File: config.mk
export PLATFORM = sky130hd
export DESIGN_NAME = bp_fe_ltb_update_queue
export DESIGN_NICKNAME = d
export VERILOG_FILES = /design/src/rtl/bp_fe_ltb_update_queue_pkg.sv /design/src/rtl/bp_fe_ltb_update_queue_mem.sv /design/src/rtl/bp_fe_ltb_update_queue.sv
export SDC_FILE = /design/constraint.sdc
export NUM_CORES = 1
export LEC_CHECK = 0
export ABC_AREA = 1
export CORE_AREA = 8 8 175 177
export CTS_CLUSTER_SIZE = 14
export DETAILED_ROUTE_END_ITERATION = 12
export DIE_AREA = 0 0 183 185
export GPL_ROUTABILITY_DRIVEN = 0
export PLACE_DENSITY = 0.6
export SLEW_MARGIN = 20
export SYNTH_ARGS = -nofsm -noshare
export SYNTH_HDL_FRONTEND = slang
export SYNTH_SLANG_ARGS = --single-unit
File: constraint.sdc
create_clock -name clk_i -period 10.8 [get_ports clk_i]
set_input_delay 1.08 -clock clk_i [delete_from_list [all_inputs] [get_ports clk_i]]
set_output_delay 1.08 -clock clk_i [all_outputs]
set_load 0.02 [all_outputs]
File: src/rtl/bp_fe_ltb_update_queue_pkg.sv
// ---------------------------------------------------------------------------
// bp_fe_ltb_update_queue_pkg
//   Shared types and configuration helpers for the LTB update queue.
//   - bp_params_e              : processor configuration selector
//   - bp_vaddr_width()         : virtual address width for a configuration
//   - bp_ltb_cnt_width()       : LTB counter width for a configuration
//   - `DECLARE_BP_FE_LTB_UPDATE_S(vaddr_width_mp, ltb_cnt_width_mp)
//                              : declares the packed update record
//                                bp_fe_ltb_update_s in the calling scope
//   No ports (package).
// ---------------------------------------------------------------------------

// The record width depends on the instance's parameters, so it is declared
// through a macro inside each user rather than as a fixed package type.
`define DECLARE_BP_FE_LTB_UPDATE_S(vaddr_width_mp, ltb_cnt_width_mp) \
    typedef struct packed {                                           \
        logic                        mispredict;                      \
        logic                        taken;                           \
        logic                        conf;                            \
        logic [vaddr_width_mp-1:0]   src_addr;                        \
        logic [ltb_cnt_width_mp-1:0] non_spec_cnt;                    \
        logic [ltb_cnt_width_mp-1:0] trip_cnt;                        \
    } bp_fe_ltb_update_s

package bp_fe_ltb_update_queue_pkg;

    typedef enum logic [0:0] {
        e_bp_default_cfg = 1'b0
    } bp_params_e;

    function automatic int bp_vaddr_width(input bp_params_e cfg);
        case (cfg)
            e_bp_default_cfg: return 39;
            default:          return 39;
        endcase
    endfunction

    function automatic int bp_ltb_cnt_width(input bp_params_e cfg);
        case (cfg)
            e_bp_default_cfg: return 8;
            default:          return 8;
        endcase
    endfunction

endpackage

File: src/rtl/bp_fe_ltb_update_queue_mem.sv
// ---------------------------------------------------------------------------
// bp_fe_ltb_update_queue_mem
//   1-read/1-write register-file storage for the update queue.
//   Synchronous write, asynchronous (combinational) read of one entry.
//   Ports:
//     clk_i     in   1         clock
//     w_v_i     in   1         write enable
//     w_addr_i  in   addr_w    write index
//     w_data_i  in   width_p   write data
//     r_addr_i  in   addr_w    read index
//     r_data_o  out  width_p   read data (async)
// ---------------------------------------------------------------------------
module bp_fe_ltb_update_queue_mem #(
    parameter int width_p = 8,
    parameter int els_p   = 4,
    localparam int addr_w = $clog2(els_p)
) (
    input  logic               clk_i,
    input  logic               w_v_i,
    input  logic [addr_w-1:0]  w_addr_i,
    input  logic [width_p-1:0] w_data_i,
    input  logic [addr_w-1:0]  r_addr_i,
    output logic [width_p-1:0] r_data_o
);

    logic [width_p-1:0] mem_q [els_p];

    // NOTE: storage is deliberately not reset; validity is tracked by the
    // queue's count, so clearing the array would only cost reset fan-out.
    always_ff @(posedge clk_i) begin
        if (w_v_i) begin
            mem_q[w_addr_i] <= w_data_i;
        end
    end

    assign r_data_o = mem_q[r_addr_i];

endmodule

File: src/rtl/bp_fe_ltb_update_queue.sv
// ---------------------------------------------------------------------------
// bp_fe_ltb_update_queue
//   Elastic FIFO between branch resolution and the LTB write port. Updates
//   are accepted one per cycle, held until the LTB finishes init, then
//   replayed strictly in order; the LTB consumes the head with w_yumi_i.
//   Optional feature macro: BP_FE_LTB_UPDQ_BYPASS_EN -- when the queue is
//   empty in e_run, the incoming update is presented directly on w_*.
//   Ports:
//     clk_i, reset_i (sync, active-high), ltb_init_done_i
//     upd_v_i / upd_ready_o + upd_* fields      : enqueue side (valid/ready)
//     w_v_o / w_yumi_i + w_* fields             : dequeue side (valid/yumi)
//     count_o                                   : occupancy 0..els_p
// ---------------------------------------------------------------------------
module bp_fe_ltb_update_queue
    import bp_fe_ltb_update_queue_pkg::*;
#(
    parameter bp_params_e bp_params_p = e_bp_default_cfg,
    parameter int els_p = 4,
    localparam int vaddr_width_p   = bp_vaddr_width(bp_params_p),
    localparam int ltb_cnt_width_p = bp_ltb_cnt_width(bp_params_p),
    localparam int cnt_w           = $clog2(els_p + 1)
) (
    input  logic                       clk_i,
    input  logic                       reset_i,
    input  logic                       ltb_init_done_i,

    input  logic                       upd_v_i,
    output logic                       upd_ready_o,
    input  logic                       upd_mispredict_i,
    input  logic                       upd_taken_i,
    input  logic                       upd_conf_i,
    input  logic [vaddr_width_p-1:0]   upd_src_addr_i,
    input  logic [ltb_cnt_width_p-1:0] upd_non_spec_cnt_i,
    input  logic [ltb_cnt_width_p-1:0] upd_trip_cnt_i,

    output logic                       w_v_o,
    output logic                       w_mispredict_o,
    output logic                       w_taken_o,
    output logic                       w_conf_o,
    output logic [vaddr_width_p-1:0]   w_src_addr_o,
    output logic [ltb_cnt_width_p-1:0] w_non_spec_cnt_o,
    output logic [ltb_cnt_width_p-1:0] w_trip_cnt_o,
    input  logic                       w_yumi_i,

    output logic [cnt_w-1:0]           count_o
);

    localparam int ptr_w = $clog2(els_p);

    `DECLARE_BP_FE_LTB_UPDATE_S(vaddr_width_p, ltb_cnt_width_p);

    typedef enum logic [1:0] {
        e_reset = 2'd0,
        e_wait  = 2'd1,
        e_run   = 2'd2
    } state_e;

    state_e             state_q, state_d;
    logic [ptr_w-1:0]   wr_ptr_q, wr_ptr_d;
    logic [ptr_w-1:0]   rd_ptr_q, rd_ptr_d;
    logic [cnt_w-1:0]   count_q, count_d;

    bp_fe_ltb_update_s  upd_li, head_lo, w_lo;
    logic               full, empty, run;
    logic               enq_fire, bypass_v;
    logic               mem_w_v, mem_deq;

    // ---------------- FSM next state ----------------
    // NOTE: every always_comb output gets a default first so no path leaves
    // it unassigned, which would otherwise infer a latch.
    always_comb begin
        state_d = state_q;
        unique case (state_q)
            e_reset: state_d = e_wait;
            e_wait:  if (ltb_init_done_i) state_d = e_run;
            e_run:   state_d = e_run;
            default: state_d = e_reset;
        endcase
    end

    // ---------------- handshake ----------------
    assign full  = (count_q == cnt_w'(els_p));
    assign empty = (count_q == '0);
    assign run   = (state_q == e_run);

    // Ready depends only on registered state, never on w_yumi_i.
    assign upd_ready_o = ~full & (state_q != e_reset);
    assign enq_fire    = upd_v_i & upd_ready_o;

`ifdef BP_FE_LTB_UPDQ_BYPASS_EN
    assign bypass_v = empty & run;
`else
    assign bypass_v = 1'b0;
`endif

    assign upd_li = '{
        mispredict:   upd_mispredict_i,
        taken:        upd_taken_i,
        conf:         upd_conf_i,
        src_addr:     upd_src_addr_i,
        non_spec_cnt: upd_non_spec_cnt_i,
        trip_cnt:     upd_trip_cnt_i
    };

    always_comb begin
        w_v_o   = ~empty & run;
        w_lo    = head_lo;
        mem_w_v = enq_fire;
        mem_deq = w_yumi_i;
        if (bypass_v) begin
            // Empty queue: present the incoming update directly. If the LTB
            // takes it this cycle it never touches storage.
            w_v_o   = upd_v_i;
            w_lo    = upd_li;
            mem_w_v = enq_fire & ~w_yumi_i;
            mem_deq = 1'b0;
        end
    end

    assign w_mispredict_o   = w_lo.mispredict;
    assign w_taken_o        = w_lo.taken;
    assign w_conf_o         = w_lo.conf;
    assign w_src_addr_o     = w_lo.src_addr;
    assign w_non_spec_cnt_o = w_lo.non_spec_cnt;
    assign w_trip_cnt_o     = w_lo.trip_cnt;
    assign count_o          = count_q;

    // ---------------- pointers and occupancy ----------------
    always_comb begin
        wr_ptr_d = wr_ptr_q;
        rd_ptr_d = rd_ptr_q;
        count_d  = count_q;
        if (mem_w_v) wr_ptr_d = wr_ptr_q + ptr_w'(1);
        if (mem_deq) rd_ptr_d = rd_ptr_q + ptr_w'(1);
        case ({mem_w_v, mem_deq})
            2'b10:   count_d = count_q + cnt_w'(1);
            2'b01:   count_d = count_q - cnt_w'(1);
            default: count_d = count_q;
        endcase
    end

    // NOTE: non-blocking assignments so every flop samples pre-edge values
    // regardless of block evaluation order.
    always_ff @(posedge clk_i) begin
        if (reset_i) begin
            state_q  <= e_reset;
            wr_ptr_q <= '0;
            rd_ptr_q <= '0;
            count_q  <= '0;
        end else begin
            state_q  <= state_d;
            wr_ptr_q <= wr_ptr_d;
            rd_ptr_q <= rd_ptr_d;
            count_q  <= count_d;
        end
    end

    bp_fe_ltb_update_queue_mem #(
        .width_p ($bits(bp_fe_ltb_update_s)),
        .els_p   (els_p)
    ) u_mem (
        .clk_i    (clk_i),
        .w_v_i    (mem_w_v),
        .w_addr_i (wr_ptr_q),
        .w_data_i (upd_li),
        .r_addr_i (rd_ptr_q),
        .r_data_o (head_lo)
    );

    // Consuming an entry that is not being offered is a protocol error.
    always_ff @(posedge clk_i) begin
        if (!reset_i) begin
            assert (!(w_yumi_i && !w_v_o));
        end
    end

endmodule

==> flow_summary.ini <==
[status]
outcome = finished clean

[synth]
synth_fp_nets = 713
synth_seq_cells = 243
synthCells = 641
synth_cell_type_count = 27
syn_area_um2 = 9260
synth_area_per_cell_um2 = 14.5
yosysWarnings = 0
yosysSeqAreaShare_pct = 77.6

[worst_setup_path]
critPathSlowestCell = clkdlybuf4s50_1
r2r_start = state_q[0]
end_kind = output pin
cp_max_fo = 76
endpoint = w_src_addr_o[32]
r2r_end = u_mem.mem_q[1][34]
worstSetupPathType = reg2out
startpoint_type = flip-flop
regToRegSetupSlack_ns = 7.90
r2r_cells = 6
required_ns = 9.72
cp_cell_sequence = buf_4 -> o21ai_0 -> o22ai_1 -> clkdlybuf4s50_1
slowest_delay_ns = 0.67
cp_data_arrival_time_ns = 3.10

[sta]
tns_ns = 0
fin_skew_ns = 0.0124
fmax_mhz = 239
hold_viol = 0
post-route-min-period_ns = 4.18
worst_pin_slew_ns = 0.924
setup_ws_ns = 6.62
finalSetupViolations = 0
slew_violations = 0
worst_slew_margin_rel_pct = 38.4
fin_crit_sh_pct = 38.7
rsz0062_at_grt = no

[floorplanning]
rows = 62
die_area_um2 = 33900
start_util_pct = 33.0
die_h_um = 185
core_area_um2 = 28100
die_x_um = 183
ios = 126

[power]
peakVddDrop_uv = 117
powerDensity_nw_per_um2 = 213
leakagePower_nw = 3.79
power_mw = 2.47

[detailed_routing]
wire_per_inst_um = 17.4
wl_um = 20300
drt_iter0_markers = 341
drcViolationCount = 0
first_pass_iters = 4
vias_per_cell = 4.72
drtAntennaViolNets = 0
vias = 5490

[finish]
syn_to_final_growth_pct = 25.3
stdcell_count = 1164
final_common_cell = edfxtp_1
final_layout_size_suffix_gt1_share_pct = 7.69
final_cell_mix = edfxtp_1, clkdlybuf4s50_1, o21ai_0
final_core_utilization_pct = 41.3
final_nets = 835
diodes = 0

[run]
max_cap_viol_count = 0

[clocking]
cts_hold_buf = 0
cts_resized = 0
cts.clk_slew.worst_paths_ns = 0.06
clock_sinks = 243
cts_tree = built
clk_latency_ns = 0.50
clockRootBuffer = clkbuf_16
clockBufferDepth = 3
h-tree-depth = 1
cts_buffers = 25
post-cts-setup-buffer-count = 0

[placed_design]
dp.cells = 1120
portBuffers = 125
dp_slack_ns = 6.98
dpl.hpwl_um = 11200

[min_path]
min_path_type = reg2reg

[global_routing]
antenna_found_initial = 0
grt_max_degree = 117
overflow = 0
grt_pass1_wl_um = 31600
grt_pass1_vias = 5583
grt_util_all_layers_pct = 11.8
[report_power, final]
group	internal, mW	switching, mW
clock network	0.497	0.334
registers	1.15	0.0288
logic	0.172	0.283
total	1.82	0.646
[logic make-up (layout without fill, tap and decap cells)]
group	after synthesis	in the layout	share of synthesized area [%]
AO/OA/AOI/OAI	187	187	11.0
flip-flops	243	243	77.6
AND/OR/NAND/NOR	142	142	6.11
adder cells (fa/ha/maj)	9	9	1.30
buffers and inverters	60	199	3.96
[registers in the layout (all words and copies together), names as in the netlist, named ones only]
signal,count
state_q,2
u_mem.mem_q,232
count_o,3
wr_ptr_q,2
rd_ptr_q,2
[area by class of cell]
type,count,area (um^2)
fill,2632,16500
sequential,243,7190
multi-input combinational,338,1740
timing repair buffer,132,1300
clock buffer,31,648
tap,384,480
clock inverter,13,148
inverter,23,91.3
[metrics by stage]
stage          instance area, um^2  hold WS, ns
2_1_floorplan                 9260        0.412
3_3_place_gp                 10800        0.426
3_5_place_dp                 10800        0.440
4_1_cts                      11600        0.449
5_1_grt                      11600        0.491
6_report                     11600        0.446
[metal layers]
metal / vias to the layer above / GRT usage (%) / part of all wire, %
li1: 2623 / - / -
met5: - / 0 / 0
met4: 0 / 2.86 / 1.5
met2: 128 / 20.1 / 48
met1: 2714 / 14.9 / 45
met3: 25 / 3.00 / 6.0
[synth_stat cells]
library cell    n  area [um^2]
buf_12          1         20.0
nand3_1         2         10.0
o22ai_1        56          350
o22ai_2         2         25.0
o21ai_0       116          581
inv_6           1         8.76
nor2_2         10         62.6
a21boi_0        1         7.51
o21ai_1         6         30.0
buf_8           1         15.0
edfxtp_1      232         6970
inv_1          21         78.8
fa_1            1         20.0
a21oi_1         6         30.0
buf_2           8         40.0
nor2_1        118          443
buf_4           1         7.51
clkbuf_1        6         22.5
inv_2           1         3.75
nand4_1         2         12.5
nand2_1        10         37.5
buf_6           7         78.8
ha_1            8          100
clkbuf_2        5         25.0
clkbuf_4        7         52.6
clkbuf_8        1         13.8
dfxtp_1        11          220
[worst min-delay path by stage]
stage,startpoint,cells after the start,to,slack [ns]
4_1_cts,rd_ptr_q[1],1,flip-flop,0.45
3_3_place_gp,rd_ptr_q[1],1,flip-flop,0.43
5_1_grt,rd_ptr_q[1],1,flip-flop,0.49
6_report,rd_ptr_q[1],1,flip-flop,0.45
2_1_floorplan,rd_ptr_q[1],1,flip-flop,0.41
3_5_place_dp,rd_ptr_q[1],1,flip-flop,0.44
[critical path: cells and delay by family (launching register included)]
kind                   cells  cell delay (ns)
buffers and inverters      2             1.33
AOI/OAI and AO/OA          2             0.50
DFF                        1             0.64
No activity file was read; power rests on OpenSTA's default activity.
